`src/rtl/uart_pkg.sv`:
```
// Shared UART definitions: receiver state encoding, framing constants and helpers.
package uart_pkg;

  localparam int unsigned MIN_CPB_DEFAULT = 4;
  localparam int unsigned UART_DATA_BITS  = 8;

  typedef enum logic [2:0] {
    IDLE,
    START,
    DATA,
    PARITY,
    STOP,
    BREAK_WAIT
  } rx_state_e;

  typedef struct packed {
    logic [UART_DATA_BITS-1:0] data;
    logic                      parity_err;
    logic                      frame_err;
  } rx_char_t;

  function automatic logic maj3(input logic a, input logic b, input logic c);
    return (a & b) | (a & c) | (b & c);
  endfunction

endpackage

```
`src/rtl/uart_rx_deframer_if.sv`:
```
// Received-character write port toward the RX FIFO.
interface uart_rx_deframer_if;
  import uart_pkg::*;

  logic [UART_DATA_BITS-1:0] data_o;
  logic                      valid_o;
  logic                      parity_err_o;
  logic                      frame_err_o;
  logic                      break_o;

  modport master (output data_o, valid_o, parity_err_o, frame_err_o, break_o);
  modport slave  (input  data_o, valid_o, parity_err_o, frame_err_o, break_o);

endinterface

```
`src/rtl/uart_sync_2ff.sv`:
```
// Two-flop synchroniser for asynchronous pin inputs, reset value chosen per use.
module uart_sync_2ff #(
  parameter int unsigned      WIDTH   = 1,
  parameter logic [WIDTH-1:0] RST_VAL = '0
) (
  input  logic             clk_i,
  input  logic             rst_ni,
  input  logic [WIDTH-1:0] d_i,
  output logic [WIDTH-1:0] q_o
);

  logic [WIDTH-1:0] meta_q, sync_q;

  always_ff @(posedge clk_i or negedge rst_ni) begin
    if (!rst_ni) begin
      meta_q <= RST_VAL;
      sync_q <= RST_VAL;
    end else begin
      meta_q <= d_i;
      sync_q <= meta_q;
    end
  end

  assign q_o = sync_q;

endmodule

```
`src/rtl/uart_rx_deframer.sv`:
```
// UART receive deframer: start detect, 3-point majority sampling, 8N1/8E1/8O1
// deframing with parity, framing and break status toward the RX FIFO.
module uart_rx_deframer
  import uart_pkg::*;
#(
  parameter int unsigned MIN_CPB = MIN_CPB_DEFAULT
) (
  input  logic               clk_i,
  input  logic               rst_ni,
  input  logic               en_i,
  input  logic [15:0]        clks_per_bit_i,
  input  logic               parity_en_i,
  input  logic               parity_odd_i,
  input  logic               rx_i,
  output logic               sbit_o,
  output logic               busy_o,
  uart_rx_deframer_if.master fifo_wr
);

  localparam logic [15:0] MinCpb = 16'(MIN_CPB);

  rx_state_e                 state_q;
  logic                      rx_s, rx_q;
  logic [15:0]               cpb_q, bcnt_q, half, cpb_lat;
  logic [2:0]                bit_q;
  logic [UART_DATA_BITS-1:0] shift_q;
  logic                      par_en_q, par_odd_q, perr_q, s0_q, s1_q;
  logic                      sbit_q, valid_q, brk_q;
  rx_char_t                  char_q;
  logic                      fall, smp, maj, stop_brk, start_ok;

  uart_sync_2ff #(.WIDTH(1), .RST_VAL(1'b1)) u_sync (
    .clk_i  (clk_i),
    .rst_ni (rst_ni),
    .d_i    (rx_i),
    .q_o    (rx_s)
  );

  // Bits are sampled from the history flop so the start boundary lines up
  // with T0 and the three samples sit symmetrically around the bit centre.
  always_ff @(posedge clk_i or negedge rst_ni) begin
    if (!rst_ni) rx_q <= 1'b1;
    else         rx_q <= rx_s;
  end

  assign half     = cpb_q >> 1;
  assign fall     = rx_q & ~rx_s;
  assign smp      = (bcnt_q == half + 16'd1);
  assign maj      = maj3(s0_q, s1_q, rx_q);
  assign stop_brk = ~maj & (shift_q == '0);
  assign cpb_lat  = (clks_per_bit_i < MinCpb) ? MinCpb : clks_per_bit_i;

  // A start edge may also be taken in the stop-bit decision cycle, which is
  // what lets back-to-back frames through at the minimum divisor.
  assign start_ok = en_i & fall &
                    ((state_q == IDLE) | ((state_q == STOP) & smp & ~stop_brk));

  always_ff @(posedge clk_i or negedge rst_ni) begin
    if (!rst_ni) begin
      state_q   <= IDLE;
      cpb_q     <= '0;
      bcnt_q    <= '0;
      bit_q     <= '0;
      shift_q   <= '0;
      par_en_q  <= 1'b0;
      par_odd_q <= 1'b0;
      perr_q    <= 1'b0;
      s0_q      <= 1'b0;
      s1_q      <= 1'b0;
      sbit_q    <= 1'b0;
      valid_q   <= 1'b0;
      brk_q     <= 1'b0;
      char_q    <= '0;
    end else begin
      sbit_q  <= 1'b0;
      valid_q <= 1'b0;
      brk_q   <= 1'b0;
      if (state_q != IDLE) begin
        bcnt_q <= (bcnt_q == cpb_q - 16'd1) ? '0 : bcnt_q + 16'd1;
        if (bcnt_q == half - 16'd1) s0_q <= rx_q;
        if (bcnt_q == half)         s1_q <= rx_q;
      end
      if (!en_i) begin
        state_q <= IDLE;
      end else begin
        unique case (state_q)
          IDLE: ;
          START: if (smp) state_q <= maj ? IDLE : DATA;
          DATA: if (smp) begin
            shift_q <= {maj, shift_q[UART_DATA_BITS-1:1]};
            bit_q   <= bit_q + 3'd1;
            if (bit_q == 3'd7) state_q <= par_en_q ? PARITY : STOP;
          end
          PARITY: if (smp) begin
            perr_q  <= ((^shift_q) ^ maj) != par_odd_q;
            state_q <= STOP;
          end
          STOP: if (smp) begin
            char_q  <= '{data: shift_q, parity_err: perr_q, frame_err: ~maj};
            valid_q <= 1'b1;
            if (stop_brk) begin
              brk_q   <= 1'b1;
              state_q <= BREAK_WAIT;
            end else begin
              state_q <= IDLE;
            end
          end
          BREAK_WAIT: if (rx_s) state_q <= IDLE;
          default: state_q <= IDLE;
        endcase
        if (start_ok) begin
          sbit_q    <= 1'b1;
          cpb_q     <= cpb_lat;
          par_en_q  <= parity_en_i;
          par_odd_q <= parity_odd_i;
          bcnt_q    <= '0;
          bit_q     <= '0;
          perr_q    <= 1'b0;
          state_q   <= START;
        end
      end
    end
  end

  assign sbit_o               = sbit_q;
  assign busy_o               = (state_q != IDLE);
  assign fifo_wr.data_o       = char_q.data;
  assign fifo_wr.parity_err_o = char_q.parity_err;
  assign fifo_wr.frame_err_o  = char_q.frame_err;
  assign fifo_wr.valid_o      = valid_q;
  assign fifo_wr.break_o      = brk_q;

endmodule

```
`src/flat_wrapper.sv`:
```
// flat-port wrapper written by rule: the top's interface ports become plain ports
module uart_rx_deframer_flat import uart_pkg::*;
#(
  parameter int unsigned MIN_CPB = MIN_CPB_DEFAULT
)
  (clk_i, rst_ni, en_i, clks_per_bit_i, parity_en_i, parity_odd_i, rx_i, sbit_o, busy_o, fifo_wr_data_o, fifo_wr_valid_o, fifo_wr_parity_err_o, fifo_wr_frame_err_o, fifo_wr_break_o);
  uart_rx_deframer_if fifo_wr_i ();
  input  logic clk_i;
  input  logic rst_ni;
  input  logic en_i;
  input  logic [15:0] clks_per_bit_i;
  input  logic parity_en_i;
  input  logic parity_odd_i;
  input  logic rx_i;
  output logic sbit_o;
  output logic busy_o;
  output wire logic [$bits(fifo_wr_i.data_o)-1:0] fifo_wr_data_o;
  output wire logic [$bits(fifo_wr_i.valid_o)-1:0] fifo_wr_valid_o;
  output wire logic [$bits(fifo_wr_i.parity_err_o)-1:0] fifo_wr_parity_err_o;
  output wire logic [$bits(fifo_wr_i.frame_err_o)-1:0] fifo_wr_frame_err_o;
  output wire logic [$bits(fifo_wr_i.break_o)-1:0] fifo_wr_break_o;
  assign fifo_wr_data_o = fifo_wr_i.data_o;
  assign fifo_wr_valid_o = fifo_wr_i.valid_o;
  assign fifo_wr_parity_err_o = fifo_wr_i.parity_err_o;
  assign fifo_wr_frame_err_o = fifo_wr_i.frame_err_o;
  assign fifo_wr_break_o = fifo_wr_i.break_o;
  uart_rx_deframer #(.MIN_CPB(MIN_CPB)) u_core (.clk_i(clk_i), .rst_ni(rst_ni), .en_i(en_i), .clks_per_bit_i(clks_per_bit_i), .parity_en_i(parity_en_i), .parity_odd_i(parity_odd_i), .rx_i(rx_i), .sbit_o(sbit_o), .busy_o(busy_o), .fifo_wr(fifo_wr_i));
endmodule
```
`config.mk`:
```
export PLATFORM = sky130hd
export DESIGN_NAME = uart_rx_deframer_flat
export DESIGN_NICKNAME = d
export VERILOG_FILES = /design/src/rtl/uart_pkg.sv /design/src/rtl/uart_rx_deframer_if.sv /design/src/rtl/uart_sync_2ff.sv /design/src/rtl/uart_rx_deframer.sv /design/src/flat_wrapper.sv
export SDC_FILE = /design/constraint.sdc
export NUM_CORES = 1
export LEC_CHECK = 0
export CELL_PAD_IN_SITES_DETAIL_PLACEMENT = 2
export CELL_PAD_IN_SITES_GLOBAL_PLACEMENT = 2
export CORE_MARGIN = 5
export CORE_UTILIZATION = 30
export DETAILED_ROUTE_END_ITERATION = 8
export PLACE_DENSITY = 0.64
export SLEW_MARGIN = 20
export SYNTH_ARGS = -nofsm -noshare
export SYNTH_HDL_FRONTEND = slang
export SYNTH_SLANG_ARGS = --single-unit
```
`constraint.sdc`:
```
create_clock -name clk_i -period 6.1 [get_ports clk_i]
set_clock_uncertainty 0.15 [all_clocks]
set_input_delay 1.83 -clock clk_i [delete_from_list [all_inputs] [get_ports clk_i]]
set_output_delay 1.83 -clock clk_i [all_outputs]
set_load 0.005 [all_outputs]
```
== Yosys cells after proc, flatten, opt, wreduce, memory -nomap -nowiden ==
Index checks and enable logic that the tools add are counted.

* Register bits after elaboration: 67
* Input bits: 22
* Output and inout bits: 14
* Logic and storage cells: 106

* Add/sub/neg operators: 5
* Order comparisons: 1
* Eq/ne operators: 18
* Muxes and demuxes: 32
* Bitwise logic cells: 16
* Reduce and logical (&&, ||, !) cells: 15

{| class="wikitable"
|+ Operator list
! cell !! count
|-
| $mux W16 || 5
|-
| $eq A16 B16 Y1 || 3
|-
| $mux W3 || 13
|-
| $ne A4 B2 Y1 const B || 5
|-
| $pmux W3 S6 || 1
|-
| $add A15 B1 Y16 const B || 1
|-
| $add A16 B1 Y16 const B || 1
|-
| $eq A16 B15 Y1 || 1
|-
| $lt A16 B3 Y1 const B || 1
|-
| $sub A15 B1 Y16 const B || 1
|-
| $sub A16 B1 Y16 const B || 1
|-
| $mux W1 || 12
|-
| $reduce_and A3 Y1 || 4
|-
| $and A1 B1 Y1 || 9
|-
| $eq A3 B3 Y1 const B || 3
|-
| $logic_not A8 Y1 || 1
|-
| $reduce_xor A8 Y1 || 1
|-
| $reduce_and A7 Y1 || 1
|-
| $eq A3 B2 Y1 const B || 2
|-
| $reduce_and A2 Y1 || 3
|-
| $reduce_bool A2 Y1 || 3
|-
| $ne A4 B3 Y1 const B || 1
|-
| $add A3 B1 Y3 const B || 1
|-
| $eq A3 B1 Y1 const B || 1
|-
| other kinds (8) || 12
|}

== Depth between registers and ports, before layout ==
* Word-level depth: 11
* Gate-level depth with buffers: 13
* Depth with buffers taken out: 11

== By module ==
Synthesis repeated with hierarchy kept, for this count alone.

* Cells, all modules: 499
* Area, all modules: 4611.9 µm²

{| class="wikitable"
|+ By module, submodules not included
! module !! times used !! cells each !! area each (µm²) !! sequential area each (µm²)
|-
| uart_rx_deframer || 1 || 497 || 4559.4 || 1627.8
|-
| uart_sync_2ff || 1 || 2 || 52.6 || 52.6
|}

== Least setup slack after synthesis ==
No wires, ideal clock.

* Path type: input-to-reg
* Start: input en_i
* End: register u_core.cpb_q[15]
* Setup time: 125 ps
* Arrival: 3106 ps
* Required time: 5825 ps
* Setup slack: 2719 ps
* Stages on the path: 7
* Path buffers: 1
* Cell sequence: inv_1 nor3_1 nand3b_1 or2_1 buf_6 inv_2 mux2_2

* Cells in the longest elaborated chain, start to end: 3

{| class="wikitable"
|+ Ends and longest elaborated chain
! what !! line !! source
|-
| start, declared || flat_wrapper.sv:10 || <nowiki>input logic en_i;</nowiki>
|-
| $and A1 B1 Y1 (2 in series) || uart_rx_deframer.sv:55 || <nowiki>assign start_ok = en_i & fall &</nowiki>
|-
| $reduce_and A2 Y1 (no line) (*) || -- ||
|-
| end signal, assigned || uart_rx_deframer.sv:113 || <nowiki>cpb_q <= cpb_lat;</nowiki>
|-
| end, declared || uart_rx_deframer.sv:24 || <nowiki>logic [15:0] cpb_q, bcnt_q, half, cpb_lat;</nowiki>
|}

Mark *: on every way between the ends. The rest lies on a longest branch, timed or not.
A chain may end at the register's enable or synchronous reset.

== Final worst setup path ==
* Start: register u_core.state_q[0]
* End: output busy_o

* Cells in the longest elaborated chain, start to end: 1

{| class="wikitable"
|+ Ends and longest elaborated chain
! what !! line !! source
|-
| start, declared || uart_rx_deframer.sv:22 || <nowiki>rx_state_e state_q;</nowiki>
|-
| start signal, assigned || uart_rx_deframer.sv:88 || <nowiki>START: if (smp) state_q <= maj ? IDLE : DATA;</nowiki>
|-
| start signal, assigned || uart_rx_deframer.sv:92 || <nowiki>if (bit_q == 3'd7) state_q <= par_en_q ? PARITY : STOP;</nowiki>
|-
| $reduce_bool A3 Y1 || uart_rx_deframer.sv:126 || <nowiki>assign busy_o = (state_q != IDLE);</nowiki>
|-
| end, declared || flat_wrapper.sv:16 || <nowiki>output logic busy_o;</nowiki>
|}

No other way between the ends.

==> metrics.cfg <==
[run_status]
status=finished clean

[synthesis]
avgSynthCellArea_um2=9.24
yosysWarningCount=0
ys_types=71
yosysMostFrequentCell=dfrtp_1
ys_ff_latch=67
synth_area_leaders=dfrtp_1 (34%), xor2_1 (7.1%), xnor2_1 (6.7%), mux2_2 (5.3%), nand2_1 (3.3%)
synthArstFlopShare=1.00
syn-instance-count=508
synth_edf_count=0
synthesis.nets=540
synthTopCellsByCount=dfrtp_1 (64), nand2_1 (41), nor2_1 (41)
yosys.area.top_type=dfrtp_1
synth.cell_area_um2=4690
synth_ff_type=dfrtp_1
synth_top_area_frac=0.341
ys_seq_area_frac=0.358

[power]
power.leakage_nw=2.24
finalPower_w=0.00167
ir_drop_uv=133
power_density_nw_per_um2=306

[place]
gp_congestion=0.821
pre_cts_ws_ns=1.52
dpl.hpwl_mm=11.0
port_buffers=35
placed_cell_area_um2=5120

[critical_path]
crit_path_end_kind=primary output
path_class=flip-flop to primary output
cp-start-kind=flip-flop
reg2reg_depth=11
crit_arrival_ns=2.21
crit_fanout=12
cp.required_ns=4.12

[timing]
relSlewSlack=0.322
period_minus_slack_ns=4.19
maxSlewViolCount=0
finalWorstSetupSlack_ns=1.91
rsz0062_at_grt=no
setup_viol_count_final=0
hold_violations=0
worst_pin_slew_ns=1.01
tns_ns=0
min_period_over_period=0.686
max_freq_ghz=0.239

[die]
die_h_um=135
die-area_um2=18200
num_io_pins=36
core_um2=15300
rows=45
die_w_um=135
start_util=0.308

[clock_network]
ctsResizeCount=0
root_buffer=clkbuf_16
clockBufferDepth=2
cts_tree=yes
cts_made_buffers=9
path_clk_slew_ns=0.06
clock-sinks=67
insertion_delay_ns=0.34
h-tree-depth=3
ctsHoldBuffers=0
postCtsSetupBuffers=0

[grt]
grt_max_degree=68
grt_overflow=0
grt_pass1_vias=4287
antenna_found_initial=0
grtUsageTotal=0.170
grt_first_pass_wirelength_mm=24.1

[flow_run]
max_cap_viol_count=0

[drt]
viasPerCell=5.23
routed_wl_mm=14.8
drc=0
firstDrtPassIters=4
dr.first_iter.drc_count=117
antenna_left=0
vias=3846
avgRoutedWirePerCell_um=20.1

[final_layout]
finish.instance_area_um2=5450
fillers=1686
nets=551
area_delta_synth_final_pct=16.1
diodes=0
final_util=0.357
drive_gt1_frac=0.130

[min_path]
hold_path.class=flip-flop to flip-flop
hold_path_depth=0

[where the power goes]
part	internal, W	switching, W
clock network	0.000372	0.000216
logic	0.000202	0.000247
registers	0.000487	0.000143
[critical path: stages, from the launching register on]
cell             delay, ns
dfrtp_1               0.53
nor3_1                0.33
buf_4                 0.22
clkinv_1              0.25
clkdlybuf4s50_1       0.53
[logic make-up (layout without fill, tap and decap cells)]
| logic type | count (synthesis) | after routing | synth area share |
|---|---|---|---|
| compound gates | 64 | 64 | 0.0925 |
| simple gates | 198 | 198 | 0.234 |
| xor+xnor | 75 | 75 | 0.142 |
| buf+inv | 58 | 74 | 0.0597 |
| fa+ha+maj | 11 | 11 | 0.0288 |
| flops | 67 | 67 | 0.358 |
| mux | 35 | 35 | 0.0858 |
[path summary, 6_finish.rpt]
| kind | from | end | slack [ns] |
|---|---|---|---|
| max | u_core.state_q[0]$_DFFE_PN0P_ | busy_o | 1.91 |
| min | u_core.u_sync.meta_q$_DFF_PN1_ | u_core.u_sync.q_o$_DFF_PN1_ | 0.21 |
| max reg2reg | u_core.cpb_q[2]$_DFFE_PN0P_ | u_core.par_odd_q$_DFFE_PN0P_ | 1.99 |
| min reg2reg | u_core.u_sync.meta_q$_DFF_PN1_ | u_core.u_sync.q_o$_DFF_PN1_ | 0.21 |
| max in group asynchronous | rst_ni | u_core.cpb_q[10]$_DFFE_PN0P_ | 3.73 |
| min in group asynchronous | rst_ni | u_core.bcnt_q[4]$_DFF_PN0_ | 1.47 |
[per-layer routing]
layer  up-vias  track usage  part of all wire
li1       1813            -                 -
met1      1982        0.219              0.47
met2        37        0.295              0.50
met3        14       0.0246             0.016
met4         0       0.0538             0.015
met5         -            0                 0
[through the flow]
step	cells	hold slack (ns)
2_1_floorplan	508	0.195
4_1_cts	735	0.207
3_5_place_dp	719	0.198
5_1_grt	735	0.215
3_3_place_gp	719	0.196
6_report	735	0.207
[placed cells by master, fill, tap and decap left out, types with 3 or more instances in the layout]
cell / n
dfrtp_1: 64
nor2_1: 41
nand2_1: 41
xor2_1: 38
xnor2_1: 36
clkdlybuf4s50_1: 34
nand3_1: 22
mux2_2: 22
o21ai_0: 21
inv_1: 19
nor4_1: 17
nand4_1: 16
nor3_1: 13
a21oi_1: 13
ha_1: 10
clkbuf_16: 9
mux2i_1: 8
and3_1: 5
a211oi_1: 5
mux2_4: 5
nor3b_1: 4
and2_1: 4
a31oi_1: 4
nand3b_1: 3
or3b_2: 3
and4_1: 3
clkinv_4: 3
buf_4: 3
dfstp_2: 3
[sequential cells by signal, indices dropped and copies added (netlist names), 3 cells and up]
signal	flops
u_core.state_q	3
u_core.bcnt_q	16
u_core.cpb_q	16
u_core.shift_q	8
u_core.fifo_wr.data_o	8
u_core.bit_q	3
[layout make-up]
cell class	instances	area, µm²	area share
Sequential cell	67	1680	0.308
Clock inverter	5	86.3	0.0158
Multi-Input combinational cell	383	2730	0.502
Clock buffer	11	243	0.0446
Timing Repair Buffer	37	363	0.0666
Inverter	21	78.8	0.0145
Tap cell	211	264	0.0485
(Power assumes the default switching activity.)
